===== src/rtl/mac_pkg.sv =====
// -----------------------------------------------------------------------------
// mac_pkg
// Shared definitions for the main-memory access controller:
//   - FSM state encoding (3-bit)
//   - transaction op-type encoding
//   - default timing parameters
//   - word-alignment helper
// -----------------------------------------------------------------------------
package mac_pkg;

    typedef enum logic [2:0] {
        IDLE   = 3'd0,
        SETUP  = 3'd1,
        ACCESS = 3'd2,
        DONE   = 3'd3,
        ERR    = 3'd4
    } mac_state_t;

    typedef enum logic {
        OP_RD = 1'b0,
        OP_WR = 1'b1
    } mac_op_t;

    localparam int unsigned MAC_DATAWIDTH_DEF   = 32;
    localparam int unsigned MAC_WAIT_STATES_DEF = 2;
    localparam int unsigned MAC_TIMEOUT_DEF     = 15;
    localparam int unsigned MAC_CNT_WIDTH_DEF   = 4;

    // Byte address is usable only when it points at a 32-bit word boundary.
    function automatic logic mac_word_aligned(input logic [1:0] addr_lsb);
        return (addr_lsb == 2'b00);
    endfunction

endpackage


===== src/rtl/mac_wait_counter.sv =====
// -----------------------------------------------------------------------------
// mac_wait_counter
// Counts ACCESS cycles for the memory access controller. Saturates at TIMEOUT
// so a memory that never answers cannot wrap the count back below the limit.
// Ports:
//   clk         in   rising-edge clock
//   rst_n       in   synchronous active-low reset
//   clear       in   forces count to zero (has priority over enable)
//   enable      in   advance the count by one (saturating)
//   count       out  current count
//   ge_wait     out  count >= WAIT_STATES (READY may be honoured)
//   at_timeout  out  count == TIMEOUT
// -----------------------------------------------------------------------------
module mac_wait_counter
    import mac_pkg::*;
#(
    parameter int unsigned CNT_WIDTH   = MAC_CNT_WIDTH_DEF,
    parameter int unsigned WAIT_STATES = MAC_WAIT_STATES_DEF,
    parameter int unsigned TIMEOUT     = MAC_TIMEOUT_DEF
) (
    input  logic                 clk,
    input  logic                 rst_n,
    input  logic                 clear,
    input  logic                 enable,
    output logic [CNT_WIDTH-1:0] count,
    output logic                 ge_wait,
    output logic                 at_timeout
);

    localparam logic [CNT_WIDTH-1:0] WAIT_C    = CNT_WIDTH'(WAIT_STATES);
    localparam logic [CNT_WIDTH-1:0] TIMEOUT_C = CNT_WIDTH'(TIMEOUT);
    localparam logic [CNT_WIDTH-1:0] ONE_C     = CNT_WIDTH'(1);

    logic [CNT_WIDTH-1:0] count_r;

    // Saturating wait/timeout counter with synchronous clear.
    always_ff @(posedge clk) begin
        if (!rst_n) begin
            count_r <= {CNT_WIDTH{1'b0}};
        end else if (clear) begin
            count_r <= {CNT_WIDTH{1'b0}};
        end else if (enable && (count_r != TIMEOUT_C)) begin
            count_r <= count_r + ONE_C;
        end else begin
            count_r <= count_r;
        end
    end

    assign count      = count_r;
    assign ge_wait    = (count_r >= WAIT_C);
    assign at_timeout = (count_r == TIMEOUT_C);

endmodule


===== src/rtl/mem_access_ctrl.sv =====
// -----------------------------------------------------------------------------
// mem_access_ctrl
// Sequences one main-memory transaction per RD/WR microword bit: latches the
// address/store data, drives the memory strobe through SETUP and ACCESS,
// waits at least WAIT_STATES access cycles before honouring READY, and
// returns a one-cycle ACK so the microsequencer can advance. A memory that
// never answers, a misaligned address or RD and WR together end in ERR,
// which still ACKs (no deadlock) and sets the sticky ERROR flag.
// Ports:
//   MAC_CLOCK_50          in   clock, all logic rising-edge
//   MAC_RESET_InLow       in   synchronous active-low reset
//   MAC_RD_InHigh         in   read request (MIR RD bit)
//   MAC_WR_InHigh         in   write request (MIR WR bit)
//   MAC_ADDR_InBUS        in   byte address (A bus)
//   MAC_DATA_InBUS        in   store data (B bus)
//   MAC_MEM_DATA_InBUS    in   load data from memory
//   MAC_MEM_READY_InHigh  in   memory ready/complete
//   MAC_MEM_ADDR_OutBUS   out  registered memory address
//   MAC_MEM_DATA_OutBUS   out  registered store data
//   MAC_MEM_RD_OutHigh    out  memory read strobe
//   MAC_MEM_WR_OutHigh    out  memory write strobe
//   MAC_DATA_OutBUS       out  last load data (C bus)
//   MAC_ACK_OutHigh       out  one-cycle completion pulse
//   MAC_ERROR_OutHigh     out  sticky fault flag
// -----------------------------------------------------------------------------
module mem_access_ctrl
    import mac_pkg::*;
#(
    parameter int unsigned DATAWIDTH_BUS = MAC_DATAWIDTH_DEF,
    parameter int unsigned WAIT_STATES   = MAC_WAIT_STATES_DEF,
    parameter int unsigned TIMEOUT       = MAC_TIMEOUT_DEF,
    parameter int unsigned CNT_WIDTH     = MAC_CNT_WIDTH_DEF
) (
    input  logic                     MAC_CLOCK_50,
    input  logic                     MAC_RESET_InLow,
    input  logic                     MAC_RD_InHigh,
    input  logic                     MAC_WR_InHigh,
    input  logic [DATAWIDTH_BUS-1:0] MAC_ADDR_InBUS,
    input  logic [DATAWIDTH_BUS-1:0] MAC_DATA_InBUS,
    input  logic [DATAWIDTH_BUS-1:0] MAC_MEM_DATA_InBUS,
    input  logic                     MAC_MEM_READY_InHigh,
    output logic [DATAWIDTH_BUS-1:0] MAC_MEM_ADDR_OutBUS,
    output logic [DATAWIDTH_BUS-1:0] MAC_MEM_DATA_OutBUS,
    output logic                     MAC_MEM_RD_OutHigh,
    output logic                     MAC_MEM_WR_OutHigh,
    output logic [DATAWIDTH_BUS-1:0] MAC_DATA_OutBUS,
    output logic                     MAC_ACK_OutHigh,
    output logic                     MAC_ERROR_OutHigh
);

    mac_state_t               state_r;
    mac_op_t                  op_r;
    logic [DATAWIDTH_BUS-1:0] mem_addr_r;
    logic [DATAWIDTH_BUS-1:0] mem_data_r;
    logic [DATAWIDTH_BUS-1:0] data_out_r;
    logic                     mem_rd_r;
    logic                     mem_wr_r;
    logic                     ack_r;
    logic                     error_r;

    logic                     req_s;
    logic                     bad_req_s;
    logic [CNT_WIDTH-1:0]     cnt_s;
    logic                     ge_wait_s;
    logic                     at_timeout_s;

    assign req_s     = MAC_RD_InHigh | MAC_WR_InHigh;
    assign bad_req_s = (MAC_RD_InHigh & MAC_WR_InHigh) |
                       ~mac_word_aligned(MAC_ADDR_InBUS[1:0]);

    // The counter only runs in ACCESS; every other state holds it at zero,
    // which covers the SETUP clear.
    mac_wait_counter #(
        .CNT_WIDTH   (CNT_WIDTH),
        .WAIT_STATES (WAIT_STATES),
        .TIMEOUT     (TIMEOUT)
    ) u_wait_counter (
        .clk        (MAC_CLOCK_50),
        .rst_n      (MAC_RESET_InLow),
        .clear      (state_r != ACCESS),
        .enable     (state_r == ACCESS),
        .count      (cnt_s),
        .ge_wait    (ge_wait_s),
        .at_timeout (at_timeout_s)
    );

    // Transaction FSM with registered strobes, ACK, error flag and load data.
    // Outputs change on the same edge as the state, so the strobe is already
    // high in SETUP and ACK is high exactly during DONE/ERR.
    always_ff @(posedge MAC_CLOCK_50) begin
        if (!MAC_RESET_InLow) begin
            state_r    <= IDLE;
            op_r       <= OP_RD;
            mem_addr_r <= {DATAWIDTH_BUS{1'b0}};
            mem_data_r <= {DATAWIDTH_BUS{1'b0}};
            data_out_r <= {DATAWIDTH_BUS{1'b0}};
            mem_rd_r   <= 1'b0;
            mem_wr_r   <= 1'b0;
            ack_r      <= 1'b0;
            error_r    <= 1'b0;
        end else begin
            ack_r <= 1'b0;
            case (state_r)
                IDLE: begin
                    if (req_s && bad_req_s) begin
                        // Any request with RD high counts as a read-type fault.
                        state_r <= ERR;
                        ack_r   <= 1'b1;
                        error_r <= 1'b1;
                        if (MAC_RD_InHigh) begin
                            data_out_r <= {DATAWIDTH_BUS{1'b0}};
                        end else begin
                            data_out_r <= data_out_r;
                        end
                    end else if (req_s) begin
                        state_r    <= SETUP;
                        mem_addr_r <= MAC_ADDR_InBUS;
                        mem_data_r <= MAC_DATA_InBUS;
                        op_r       <= MAC_RD_InHigh ? OP_RD : OP_WR;
                        mem_rd_r   <= MAC_RD_InHigh;
                        mem_wr_r   <= MAC_WR_InHigh;
                    end else begin
                        state_r <= IDLE;
                    end
                end
                SETUP: begin
                    state_r <= ACCESS;
                end
                ACCESS: begin
                    // READY wins over timeout when both land on the last cycle.
                    if (ge_wait_s && MAC_MEM_READY_InHigh) begin
                        state_r  <= DONE;
                        mem_rd_r <= 1'b0;
                        mem_wr_r <= 1'b0;
                        ack_r    <= 1'b1;
                        if (op_r == OP_RD) begin
                            data_out_r <= MAC_MEM_DATA_InBUS;
                        end else begin
                            data_out_r <= data_out_r;
                        end
                    end else if (at_timeout_s) begin
                        state_r  <= ERR;
                        mem_rd_r <= 1'b0;
                        mem_wr_r <= 1'b0;
                        ack_r    <= 1'b1;
                        error_r  <= 1'b1;
                        if (op_r == OP_RD) begin
                            data_out_r <= {DATAWIDTH_BUS{1'b0}};
                        end else begin
                            data_out_r <= data_out_r;
                        end
                    end else begin
                        state_r <= ACCESS;
                    end
                end
                DONE: begin
                    state_r <= IDLE;
                end
                ERR: begin
                    state_r <= IDLE;
                end
                default: begin
                    state_r  <= IDLE;
                    mem_rd_r <= 1'b0;
                    mem_wr_r <= 1'b0;
                end
            endcase
        end
    end

    assign MAC_MEM_ADDR_OutBUS = mem_addr_r;
    assign MAC_MEM_DATA_OutBUS = mem_data_r;
    assign MAC_MEM_RD_OutHigh  = mem_rd_r;
    assign MAC_MEM_WR_OutHigh  = mem_wr_r;
    assign MAC_DATA_OutBUS     = data_out_r;
    assign MAC_ACK_OutHigh     = ack_r;
    assign MAC_ERROR_OutHigh   = error_r;

endmodule


===== config.mk =====
export PLATFORM = sky130hd
export DESIGN_NAME = mem_access_ctrl
export DESIGN_NICKNAME = d
export VERILOG_FILES = /design/src/rtl/mac_pkg.sv /design/src/rtl/mac_wait_counter.sv /design/src/rtl/mem_access_ctrl.sv
export SDC_FILE = /design/constraint.sdc
export NUM_CORES = 1
export LEC_CHECK = 0
export ABC_AREA = 0
export CAP_MARGIN = 20
export CORE_MARGIN = 2
export CORE_UTILIZATION = 40
export DETAILED_ROUTE_END_ITERATION = 16
export PLACE_DENSITY = 0.8
export SYNTH_ARGS = -nofsm -noshare
export SYNTH_HDL_FRONTEND = slang
export SYNTH_HIERARCHICAL = 1
export SYNTH_SLANG_ARGS = --single-unit

===== constraint.sdc =====
create_clock -name MAC_CLOCK_50 -period 2.4 [get_ports MAC_CLOCK_50]
set_input_delay 0.36 -clock MAC_CLOCK_50 [delete_from_list [all_inputs] [get_ports MAC_CLOCK_50]]
set_output_delay 0.36 -clock MAC_CLOCK_50 [all_outputs]
set_load 0.01 [all_outputs]

* Word-level counts from Yosys, hierarchy flattened
Index checks and enable logic that the tools add are counted.
** Word-level totals
- Register bits after elaboration :: 108
- Bits of input ports :: 101
- Output and inout bits :: 100
** Operators by class
- Add/subtract/negate cells :: 1
- Order comparisons :: 1
- Eq/ne operators :: 16
- Mux-type cells :: 29
- Bitwise logic cells :: 7
- Reduce and logical (&&, ||, !) cells :: 12
** Operator list (number)
- $mux 32 :: 6
- $pmux 32 s2 :: 1
- $mux 1 :: 14
- $ne 2x2->1 const B :: 6
- $mux 3 :: 3
- $ne 3x3->1 const B :: 3
- $pmux 3 s3 :: 1
- $reduce_and 4->1 :: 2
- $eq 3x2->1 const B :: 2
- $pmux 1 s3 :: 2
- $reduce_and 6->1 :: 1
- $add 4x1->4 const B :: 1
- $eq 4x4->1 const B :: 1
- $ge 4x2->1 const B :: 1
- $ne 4x4->1 const B :: 1
- $not 1->1 :: 4
- $pmux 1 s2 :: 2
- $eq 3x1->1 const B :: 1
- $eq 3x3->1 const B :: 1
- $logic_and 1x1->1 :: 3
- $logic_not 3->1 :: 1
- $ne 3x2->1 const B :: 1
- $reduce_and 3->1 :: 1
- $reduce_or 3->1 :: 1
- 5 further kinds :: 6

* Logic depth before layout (Yosys ltp)
Gate-level depths: netlist of the first run.
- Word-level depth :: 6
- Depth in mapped cells :: 9

* By module
Netlist of the first run, hierarchy kept.
** Modules (own cells, without submodules)
- mem_access_ctrl :: instances 1, cells each 473, area each 3863.7 µm²
- mac_wait_counter :: instances 1, cells each 24, area each 215.2 µm²

* Worst setup path before layout of the first run
Ideal clock, no wire load.
- Path kind :: register to register
- From :: register u_wait_counter.count_r[0], in the netlist u_wait_counter/count[0]
- To :: register data_out_r[12], in the netlist MAC_DATA_OutBUS[12]
- Data arrival time :: 1.798 ns
- Required time :: 2.331 ns
- Setup slack :: 0.533 ns
- Stages on the path, launching flop included :: 10
- Buffers on the path :: 2
- Period minus slack after synthesis :: 1.867 ns
- Cells stage by stage :: dfxtp_1 > inv_1 > ha_1 > or4_1 > a21oi_1 > o32a_1 > buf_6 > buf_6 > nand3_1 > o21ai_1
** On the way
- Word-level cells in the longest chain between the ends :: 4
** RTL lines
- from (decl) :: line mac_wait_counter.sv:34 : logic [CNT_WIDTH-1:0] count_r;
- from (signal assigned) :: line mac_wait_counter.sv:39 : count_r <= {CNT_WIDTH{1'b0}};
- from (signal assigned) :: line mac_wait_counter.sv:41 : count_r <= {CNT_WIDTH{1'b0}};
- from (signal assigned) :: line mac_wait_counter.sv:43 : count_r <= count_r + ONE_C;
- $ge 4x2->1 (*) :: line mac_wait_counter.sv:50 : assign ge_wait = (count_r >= WAIT_C);
- net ge_wait_s :: line mem_access_ctrl.sv:64 : logic ge_wait_s;
- $logic_and 1x1->1 (*) :: line mem_access_ctrl.sv:131 : if (ge_wait_s && MAC_MEM_READY_InHigh) begin
- $ne 3x3->1 (no line) or $mux 32 (tied branches)
- $reduce_and 6->1 (no line) or $pmux 32 s2 (tied branches)
- to (signal assigned) :: line mem_access_ctrl.sv:137 : data_out_r <= MAC_MEM_DATA_InBUS;
- to (signal assigned) :: line mem_access_ctrl.sv:139 : data_out_r <= data_out_r;
- to (signal assigned) :: line mem_access_ctrl.sv:148 : data_out_r <= {DATAWIDTH_BUS{1'b0}};
- to (decl) :: line mem_access_ctrl.sv:55 : logic [DATAWIDTH_BUS-1:0] data_out_r;
The timed path passes the listed nets; every way through them passes the cells marked *.
A chain may end at the register's enable or synchronous reset.

* Final worst setup path of the first run
- From :: register u_wait_counter.count_r[0], in the netlist u_wait_counter/count[0]
- To :: register data_out_r[0], in the netlist MAC_DATA_OutBUS[0]
Same word-level chain as after synthesis.

==> flow_summary.yaml, run 1 <==
run_status:
  status: "finished, final reports clean"
placement:
  dpl.hpwl_microns: 7850
  place_area_sq_mm: 0.00611
  gp_congestion: 0.774
  placed_cells: 791
  portBuffers: 200
  pre_cts_slack_ns: 0.127
global_route:
  grt-ovfl-total: 0
  grt_pass1_vias: 3813
  grt_antenna_before_repair: 0
  grt_usage_pct: 19.8
  grt_max_degree: 163
  grt_first_pass_wirelength_microns: 18200
clocking:
  cts_buffers: 9
  cts_tree: "yes"
  clock_path_buffers: 2
  post_cts_resized: 0
  clock-root-buffer: "clkbuf_8"
  hold_buffers: 0
  clkTransAtPathRegs_ns: 0.10
  numClockSinks: 108
  clk_latency_ns: 0.35
  h-tree-depth: 3
  cts_setup_buffers: 0
worst_setup_path:
  path_class: "reg -> reg"
  end_kind: "register"
  critical_path_required_ns: 2.67
  crit_path_start_kind: "register"
  worstPathMaxFanout: 64
  arrival_ns: 2.48
  rrSetupSlack_ns: 0.19
timing:
  finalHoldViolCount: 0
  worst_slack_ns: 0.193
  finalSetupViolations: 0
  worst_pin_slew_ns: 0.725
  fin_crit_ns: 2.21
  rsz0062_at_grt: "no"
  hold_ws_ns: 0.372
  fin_crit_sh_pct: 91.9
  tns_ns: 0
  finClkSkew_ns: 0.0143
  slew_headroom_pct: 51.7
  clock.fmax_mhz: 453
  report.final.slew_viol_count: 0
logic_synthesis:
  ys_seq_area_share_pct: 53.0
  synth_fp_nets: 600
  ys_async_sr_fraction_pct: 0
  synth_cell_types: 38
  netlist_instances: 497
  synth-seq-cells: 108
  synth_top_area_share_pct: 53.0
  ys_warn_count: 6
  synth_top_flop_cell: "dfxtp_1"
  synth_top_area_cell: "dfxtp_1"
  synth-edff-count: 0
  yosys-top-cells-area: "dfxtp_1 53%, nand3_1 12%, nand2_1 9.0%"
  syn-cell-area_sq_mm: 0.00408
  avgSynthCellArea_sq_um: 8.21
power:
  totalPowerFinal_mw: 3.48
  ir_drop_v: 0.000314
  cellLeakagePower_nw: 2.23
  p_per_area_mw_per_mm2: 549
die:
  rows: 36
  start_util_pct: 41.5
  die_area_sq_mm: 0.0110
  coreArea_sq_mm: 0.00982
  ios: 201
  die_w_microns: 105
  die_y_microns: 105
finish:
  design_area_sq_mm: 0.00634
  utilization_pct: 64.5
  drive_gt1_share_pct: 4.15
  layout.nets: 773
  diodes: 0
  final_cell_count_no_fill: 807
  areaGrowthSynthToFinish_pct: 55.4
route:
  ant_nets: 0
  first_pass_iters: 6
  drt_iter0_drc: 194
  avgRoutedWirePerCell_microns: 13.7
  wl_microns: 11100
  via_per_inst: 4.97
  drcViolationCount: 0
  vias: 4014
worst_hold_path:
  min_path_type: "in -> reg"
flow_run:
  cap_violations: 0
routing by layer:
| layer | vias up | GRT usage, % | wire, microns |
|---|---|---|---|
| met1 | 1785 | 24.5 | 4730 |
| li1 | 2052 | - | - |
| met2 | 161 | 33.2 | 5260 |
| met4 | 0 | 6.67 | 201 |
| met3 | 16 | 5.49 | 852 |
| met5 | - | 0 | 0 |
final cells by class:
| cell class | instances | area, sq um |
|---|---|---|
| clock buffers | 9 | 124 |
| clock inverters | 6 | 72.6 |
| fillers | 846 | 3480 |
| inverters | 5 | 18.8 |
| multi-input cells | 341 | 1700 |
| flip-flops and latches | 108 | 2160 |
| well taps | 133 | 166 |
| repair buffers | 205 | 2090 |
power breakdown:
| group | switching [mW] | total [mW] | internal, mW |
|---|---|---|---|
| registers | 0.0278 | 1.87 | 1.84 |
| clock network | 0.612 | 1.10 | 0.493 |
| logic | 0.227 | 0.505 | 0.278 |
cells in the mapped netlist (all sizes together), types with 2 or more instances:
library cell,instances
a21oi,8
nand3,98
inv,5
o21ai,95
and3,3
buf,25
ha,2
nor3,7
dfxtp,108
nand2,98
a211oi,2
a31oi,2
nand2b,3
nand3b,3
clkbuf,18
nor2,4
logic make-up after synthesis:
| family | count (synthesis) | share of synthesized area (%) |
|---|---|---|
| flip-flops | 108 | 53.0 |
| AND/OR/NAND/NOR | 223 | 25.4 |
| XOR/XNOR | 1 | 0.215 |
| AO/OA/AOI/OAI | 115 | 14.9 |
| adder cells (fa/ha/maj) | 2 | 0.613 |
| buffers and inverters | 48 | 5.83 |
final timing paths:
path,from,depth (start not counted),to
max,u_wait_counter/count[0]$_SDFFE_PP0P_,8,MAC_DATA_OutBUS[0]$_SDFFE_PN0P_
min,MAC_RESET_InLow,3,MAC_ACK_OutHigh$_SDFF_PN0_
min reg2reg,MAC_DATA_OutBUS[23]$_SDFFE_PN0P_,2,MAC_DATA_OutBUS[23]$_SDFFE_PN0P_
max reg2reg,u_wait_counter/count[0]$_SDFFE_PP0P_,8,MAC_DATA_OutBUS[0]$_SDFFE_PN0P_
worst max-delay path: stages, from the launching register on:
cell and delay [ns]:
dfxtp_1 0.37, inv_1 0.09, ha_1 0.19, or4_1 0.48, a21oi_1 0.30, o32a_2 0.22
buf_12 0.24, nand3_1 0.11, o21ai_1 0.11
cell usage in the layout, fill, tap and decap left out, drive strengths merged, types with 4 or more instances in the layout:
cell type,instances
clkbuf,9
clkdlybuf4s50,199
buf,6
inv,8
a21oi,8
nand3,98
nor2,4
dfxtp,108
o21ai,95
nor3,7
nand2,98
flip-flops by register name, summed over array words and instances (netlist names):
name,cells
MAC_ERROR_OutHigh,1
MAC_MEM_RD_OutHigh,1
MAC_MEM_DATA_OutBUS,32
MAC_MEM_ADDR_OutBUS,32
u_wait_counter/count,4
MAC_ACK_OutHigh,1
MAC_MEM_WR_OutHigh,1
MAC_DATA_OutBUS,32
op_r,1
state_r,3
Power figures use the tool's default switching activity.
==> inputs of run 2 (changes only) <==
--- a/config.mk
+++ b/config.mk
@@ -8,9 +8,10 @@
 export ABC_AREA = 0
 export CAP_MARGIN = 20
 export CORE_MARGIN = 2
-export CORE_UTILIZATION = 40
+export CORE_UTILIZATION = 42
+export CTS_BUF_LIST = sky130_fd_sc_hd__clkbuf_8
 export DETAILED_ROUTE_END_ITERATION = 16
-export PLACE_DENSITY = 0.8
+export PLACE_DENSITY = 0.83
 export SYNTH_ARGS = -nofsm -noshare
 export SYNTH_HDL_FRONTEND = slang
 export SYNTH_HIERARCHICAL = 1
==> flow_summary.yaml, run 2 (synthesis results as in run 1) <==
timing:
  finClkSkew_ns: 0.0169
  tns_ns: 0
  clock.fmax_mhz: 454
  finalSetupViolations: 0
  fin_crit_sh_pct: 91.7
  report.final.slew_viol_count: 0
  worst_slack_ns: 0.200
  fin_crit_ns: 2.20
  slew_headroom_pct: 57.4
  finalHoldViolCount: 0
  worst_pin_slew_ns: 0.639
  rsz0062_at_grt: "no"
worst_hold_path:
  min_path_type: "in -> reg"
  worstHoldEndpoint: "MAC_ACK_OutHigh$_SDFF_PN0_"
  hold_path.startpoint: "MAC_RESET_InLow"
  hold_depth: 3
die:
  die_y_microns: 103
  rows: 35
  coreArea_sq_mm: 0.00933
  ios: 201
  die_w_microns: 103
  die_area_sq_mm: 0.0105
  start_util_pct: 43.7
route:
  drcViolationCount: 0
  avgRoutedWirePerCell_microns: 13.4
  first_pass_iters: 5
  drt_iter0_drc: 136
  vias: 3998
  wl_microns: 10800
  via_per_inst: 4.96
  ant_nets: 0
power:
  seq_power_share_pct: 54.4
  p_per_area_mw_per_mm2: 542
  power_switching_share_pct: 25.8
  combinationalPowerShare_pct: 14.6
  clkPwrFrac_pct: 31.0
  ir_drop_v: 0.000280
  totalPowerFinal_mw: 3.44
  p_int_mw: 2.55
  cellLeakagePower_nw: 2.24
  switchingPower_uw: 888
worst_setup_path:
  cpLargestDelayFamily: "compound AO/OA/AOI/OAI gates"
  end_kind: "register"
  r2r-end: "MAC_DATA_OutBUS[21]$_SDFFE_PN0P_"
  worstPathMaxFanout: 64
  path_class: "reg -> reg"
  ff2ff_path_depth: 8
  r2r-start: "u_wait_counter/count[0]$_SDFFE_PP0P_"
  worst_path_max_delay_cell: "or4_1"
  arrival_ns: 2.48
  max_stage_delay_ns: 0.49
  critical_path_required_ns: 2.68
  rrSetupSlack_ns: 0.20
  crit_chain: "inv_1 -> ha_1 -> or4_1 -> a21oi_1 -> o32a_2 -> buf_12 -> nand3_1 -> o21ai_1"
  cp.depth: 8
  crit_buf_inv: 2
  crit_path_start_kind: "register"
global_route:
  grt_usage_pct: 19.9
  grt-ovfl-total: 0
  grt_antenna_before_repair: 0
  grt_first_pass_wirelength_microns: 16900
  grt_pass1_vias: 3750
  grt_max_degree: 163
clocking:
  hold_buffers: 0
  clkTransAtPathRegs_ns: 0.10
  cts_tree: "yes"
  clk_latency_ns: 0.35
  cts_setup_buffers: 0
  clock_path_buffers: 2
  cts_buffers: 9
  post_cts_resized: 0
  h-tree-depth: 3
  numClockSinks: 108
  clock-root-buffer: "clkbuf_8"
finish:
  utilization_pct: 68.0
  fillers: 768
  final_cell_mix: "199 x clkdlybuf4s50_1, 108 x dfxtp_1, 98 x nand2_1"
  design_area_sq_mm: 0.00634
  drive_gt1_share_pct: 4.58
  layout.nets: 775
  diodes: 0
  final_common_cell: "clkdlybuf4s50_1"
  areaGrowthSynthToFinish_pct: 55.5
flow_run:
  cap_violations: 0
run_status:
  status: "finished, final reports clean"
placement:
  dpl.hpwl_microns: 7600
  pre_cts_slack_ns: 0.134
  portBuffers: 200
  gp_congestion: 0.830
  place_area_sq_mm: 0.00612
-- run 2: routing by layer --
layer / routed length, microns / vias to the layer above / track usage [%]
li1: - / 2049 / -
met2: 5100 / 145 / 33.3
met4: 154 / 0 / 6.46
met5: 0 / - / 0
met1: 4430 / 1794 / 23.7
met3: 1090 / 10 / 7.59
-- run 2: power by group through the flow --
stage	Sequential [mW]	Clock (mW)	Combinational (mW)
6_report	1.87	1.06	0.504
5_1_grt	1.88	1.18	0.552
4_1_cts	1.87	1.11	0.508
3_5_place_dp	1.91	0	0.505
3_3_place_gp	1.91	0	0.497
2_1_floorplan	1.93	0	0.196
-- run 2: final cells by class --
class	instances	area, sq um	area share, %
Timing Repair Buffer	207	2110	33.3
Multi-Input combinational cell	341	1700	26.8
Inverter	5	18.8	0.296
Tap cell	129	161	2.54
Clock buffer	10	138	2.17
Clock inverter	6	55.1	0.868
Sequential cell	108	2160	34.1
-- run 2: worst max-delay path by stage --
stage / from / end
2_1_floorplan: u_wait_counter/count[0]$_SDFFE_PP0P_ / MAC_DATA_OutBUS[12]$_SDFFE_PN0P_
3_3_place_gp: MAC_MEM_READY_InHigh / MAC_DATA_OutBUS[16]$_SDFFE_PN0P_
3_5_place_dp: MAC_MEM_READY_InHigh / MAC_DATA_OutBUS[16]$_SDFFE_PN0P_
4_1_cts: state_r[0]$_SDFF_PN0_ / MAC_DATA_OutBUS[16]$_SDFFE_PN0P_
5_1_grt: u_wait_counter/count[0]$_SDFFE_PP0P_ / MAC_DATA_OutBUS[30]$_SDFFE_PN0P_
6_report: u_wait_counter/count[0]$_SDFFE_PP0P_ / MAC_DATA_OutBUS[21]$_SDFFE_PN0P_
-- run 2: worst min-delay path, delay by kind of cell --
| kind | cells | cell delay, ns |
|---|---|---|
| buf+inv | 2 | 0.20 |
| simple gates | 1 | 0.13 |
-- run 2: through the flow --
stage          cells  hold slack, ns
2_1_floorplan    497           0.470
3_3_place_gp     789           0.438
3_5_place_dp     789           0.446
4_1_cts          805           0.374
5_1_grt          806           0.410
6_report         806           0.385
==> inputs of run 3 (changes only) <==
==> constraint.sdc (replaced) <==
create_clock -name MAC_CLOCK_50 -period 2.4 [get_ports MAC_CLOCK_50]
set_input_delay 0.6 -clock MAC_CLOCK_50 [delete_from_list [all_inputs] [get_ports MAC_CLOCK_50]]
set_output_delay 0.6 -clock MAC_CLOCK_50 [all_outputs]
set_load 0.01 [all_outputs]
==> flow_summary.yaml, run 3 (synthesis results as in run 1) <==
run_status:
  status: "finished, final reports clean"
worst_hold_path:
  hold_depth: 2
  worstHoldEndpoint: "MAC_DATA_OutBUS[26]$_SDFFE_PN0P_"
  min_path_type: "reg -> reg"
  hold_path.startpoint: "MAC_DATA_OutBUS[26]$_SDFFE_PN0P_"
global_route:
  grt_usage_pct: 20.2
  grt_first_pass_wirelength_microns: 17000
  grt_pass1_vias: 3727
  grt_antenna_before_repair: 0
  grt_max_degree: 107
  grt-ovfl-total: 0
finish:
  final_common_cell: "clkdlybuf4s50_1"
  final_cell_mix: "199 x clkdlybuf4s50_1, 108 x dfxtp_1, 98 x nand2_1"
  areaGrowthSynthToFinish_pct: 56.3
  utilization_pct: 68.4
  diodes: 0
  design_area_sq_mm: 0.00638
  layout.nets: 778
  drive_gt1_share_pct: 5.00
  fillers: 765
die:
  ios: 201
  coreArea_sq_mm: 0.00933
  start_util_pct: 43.7
  die_w_microns: 103
  die_area_sq_mm: 0.0105
  rows: 35
  die_y_microns: 103
clocking:
  post_cts_resized: 0
  h-tree-depth: 3
  numClockSinks: 108
  cts_tree: "yes"
  clock_path_buffers: 2
  clk_latency_ns: 0.35
  cts_buffers: 9
  hold_buffers: 0
  cts_setup_buffers: 0
  clkTransAtPathRegs_ns: 0.10
  clock-root-buffer: "clkbuf_8"
worst_setup_path:
  r2r-end: "MAC_DATA_OutBUS[11]$_SDFFE_PN0P_"
  ff2ff_path_depth: 8
  end_kind: "register"
  r2r-start: "u_wait_counter/count[0]$_SDFFE_PP0P_"
  path_class: "reg -> reg"
  crit_path_start_kind: "register"
  rrSetupSlack_ns: 0.29
  worstPathMaxFanout: 50
  arrival_ns: 2.40
  critical_path_required_ns: 2.69
timing:
  rsz0062_at_grt: "no"
  finalSetupViolations: 0
  finalHoldViolCount: 0
  clock.fmax_mhz: 475
  report.final.slew_viol_count: 0
  fin_crit_ns: 2.11
  slew_headroom_pct: 57.6
  fin_crit_sh_pct: 87.8
  finClkSkew_ns: 0.00719
  worst_pin_slew_ns: 0.631
  hold_ws_ns: 0.463
  worst_slack_ns: 0.293
route:
  drt_iter0_drc: 97
  via_per_inst: 4.96
  first_pass_iters: 4
  wl_microns: 10900
  ant_nets: 0
  vias: 4016
  drcViolationCount: 0
  avgRoutedWirePerCell_microns: 13.5
power:
  totalPowerFinal_mw: 3.52
  p_per_area_mw_per_mm2: 552
  ir_drop_v: 0.000278
  cellLeakagePower_nw: 2.25
placement:
  pre_cts_slack_ns: -0.00299
  place_area_sq_mm: 0.00617
  gp_congestion: 0.805
  portBuffers: 200
  dpl.hpwl_microns: 7940
flow_run:
  cap_violations: 0
## run 3: cell type report
cell class	count	area, sq um	share of cell area, %
sequential	108	2160	33.9
timing repair buffer	210	2120	33.3
multi-input combinational	341	1700	26.6
tap	129	161	2.53
clock buffer	10	138	2.16
clock inverter	6	72.6	1.14
inverter	5	18.8	0.294
## run 3: per-layer routing
| metal | share of wire [%] | wire (microns) | GRT usage (%) | vias to the layer above |
|---|---|---|---|---|
| li1 | - | - | - | 2055 |
| met1 | 41 | 4410 | 24.2 | 1764 |
| met5 | 0 | 0 | 0 | - |
| met3 | 9.9 | 1080 | 6.58 | 23 |
| met2 | 47 | 5120 | 33.4 | 174 |
| met4 | 2.6 | 285 | 8.31 | 0 |
## run 3: worst max-delay path: stages (launching register included)
cell and delay, ns:
dfxtp_1 0.36, inv_1 0.08, ha_1 0.20, or4_1 0.46, a21oi_1 0.28, o32a_2 0.23, buf_12 0.21, nand3_1 0.10
o21ai_1 0.10
## run 3: power by group
group	internal (mW)	switching [mW]	total [mW]	leakage [nW]
Sequential	1.84	0.0295	1.87	0.874
Combinational	0.288	0.225	0.513	1.28
Clock	0.520	0.611	1.13	0.0966
## run 3: through the flow
stage | cells | TNS (ns)
2_1_floorplan | 497 | 0
3_3_place_gp | 793 | 0
3_5_place_dp | 793 | -0.00552
4_1_cts | 809 | 0
5_1_grt | 809 | 0
6_report | 809 | 0
## run 3: how the worst max path moves through the flow
stage / from / to / slack, ns / depth (start not counted)
4_1_cts: u_wait_counter/count[0]$_SDFFE_PP0P_ / MAC_DATA_OutBUS[31]$_SDFFE_PN0P_ / 0.30 / 8
3_3_place_gp: MAC_RD_InHigh / MAC_DATA_OutBUS[30]$_SDFFE_PN0P_ / 0.06 / 6
2_1_floorplan: u_wait_counter/count[0]$_SDFFE_PP0P_ / MAC_DATA_OutBUS[12]$_SDFFE_PN0P_ / 0.53 / 9
3_5_place_dp: MAC_RD_InHigh / MAC_DATA_OutBUS[11]$_SDFFE_PN0P_ / -0.003 / 6
5_1_grt: u_wait_counter/count[0]$_SDFFE_PP0P_ / MAC_DATA_OutBUS[5]$_SDFFE_PN0P_ / 0.15 / 8
6_report: u_wait_counter/count[0]$_SDFFE_PP0P_ / MAC_DATA_OutBUS[11]$_SDFFE_PN0P_ / 0.29 / 8
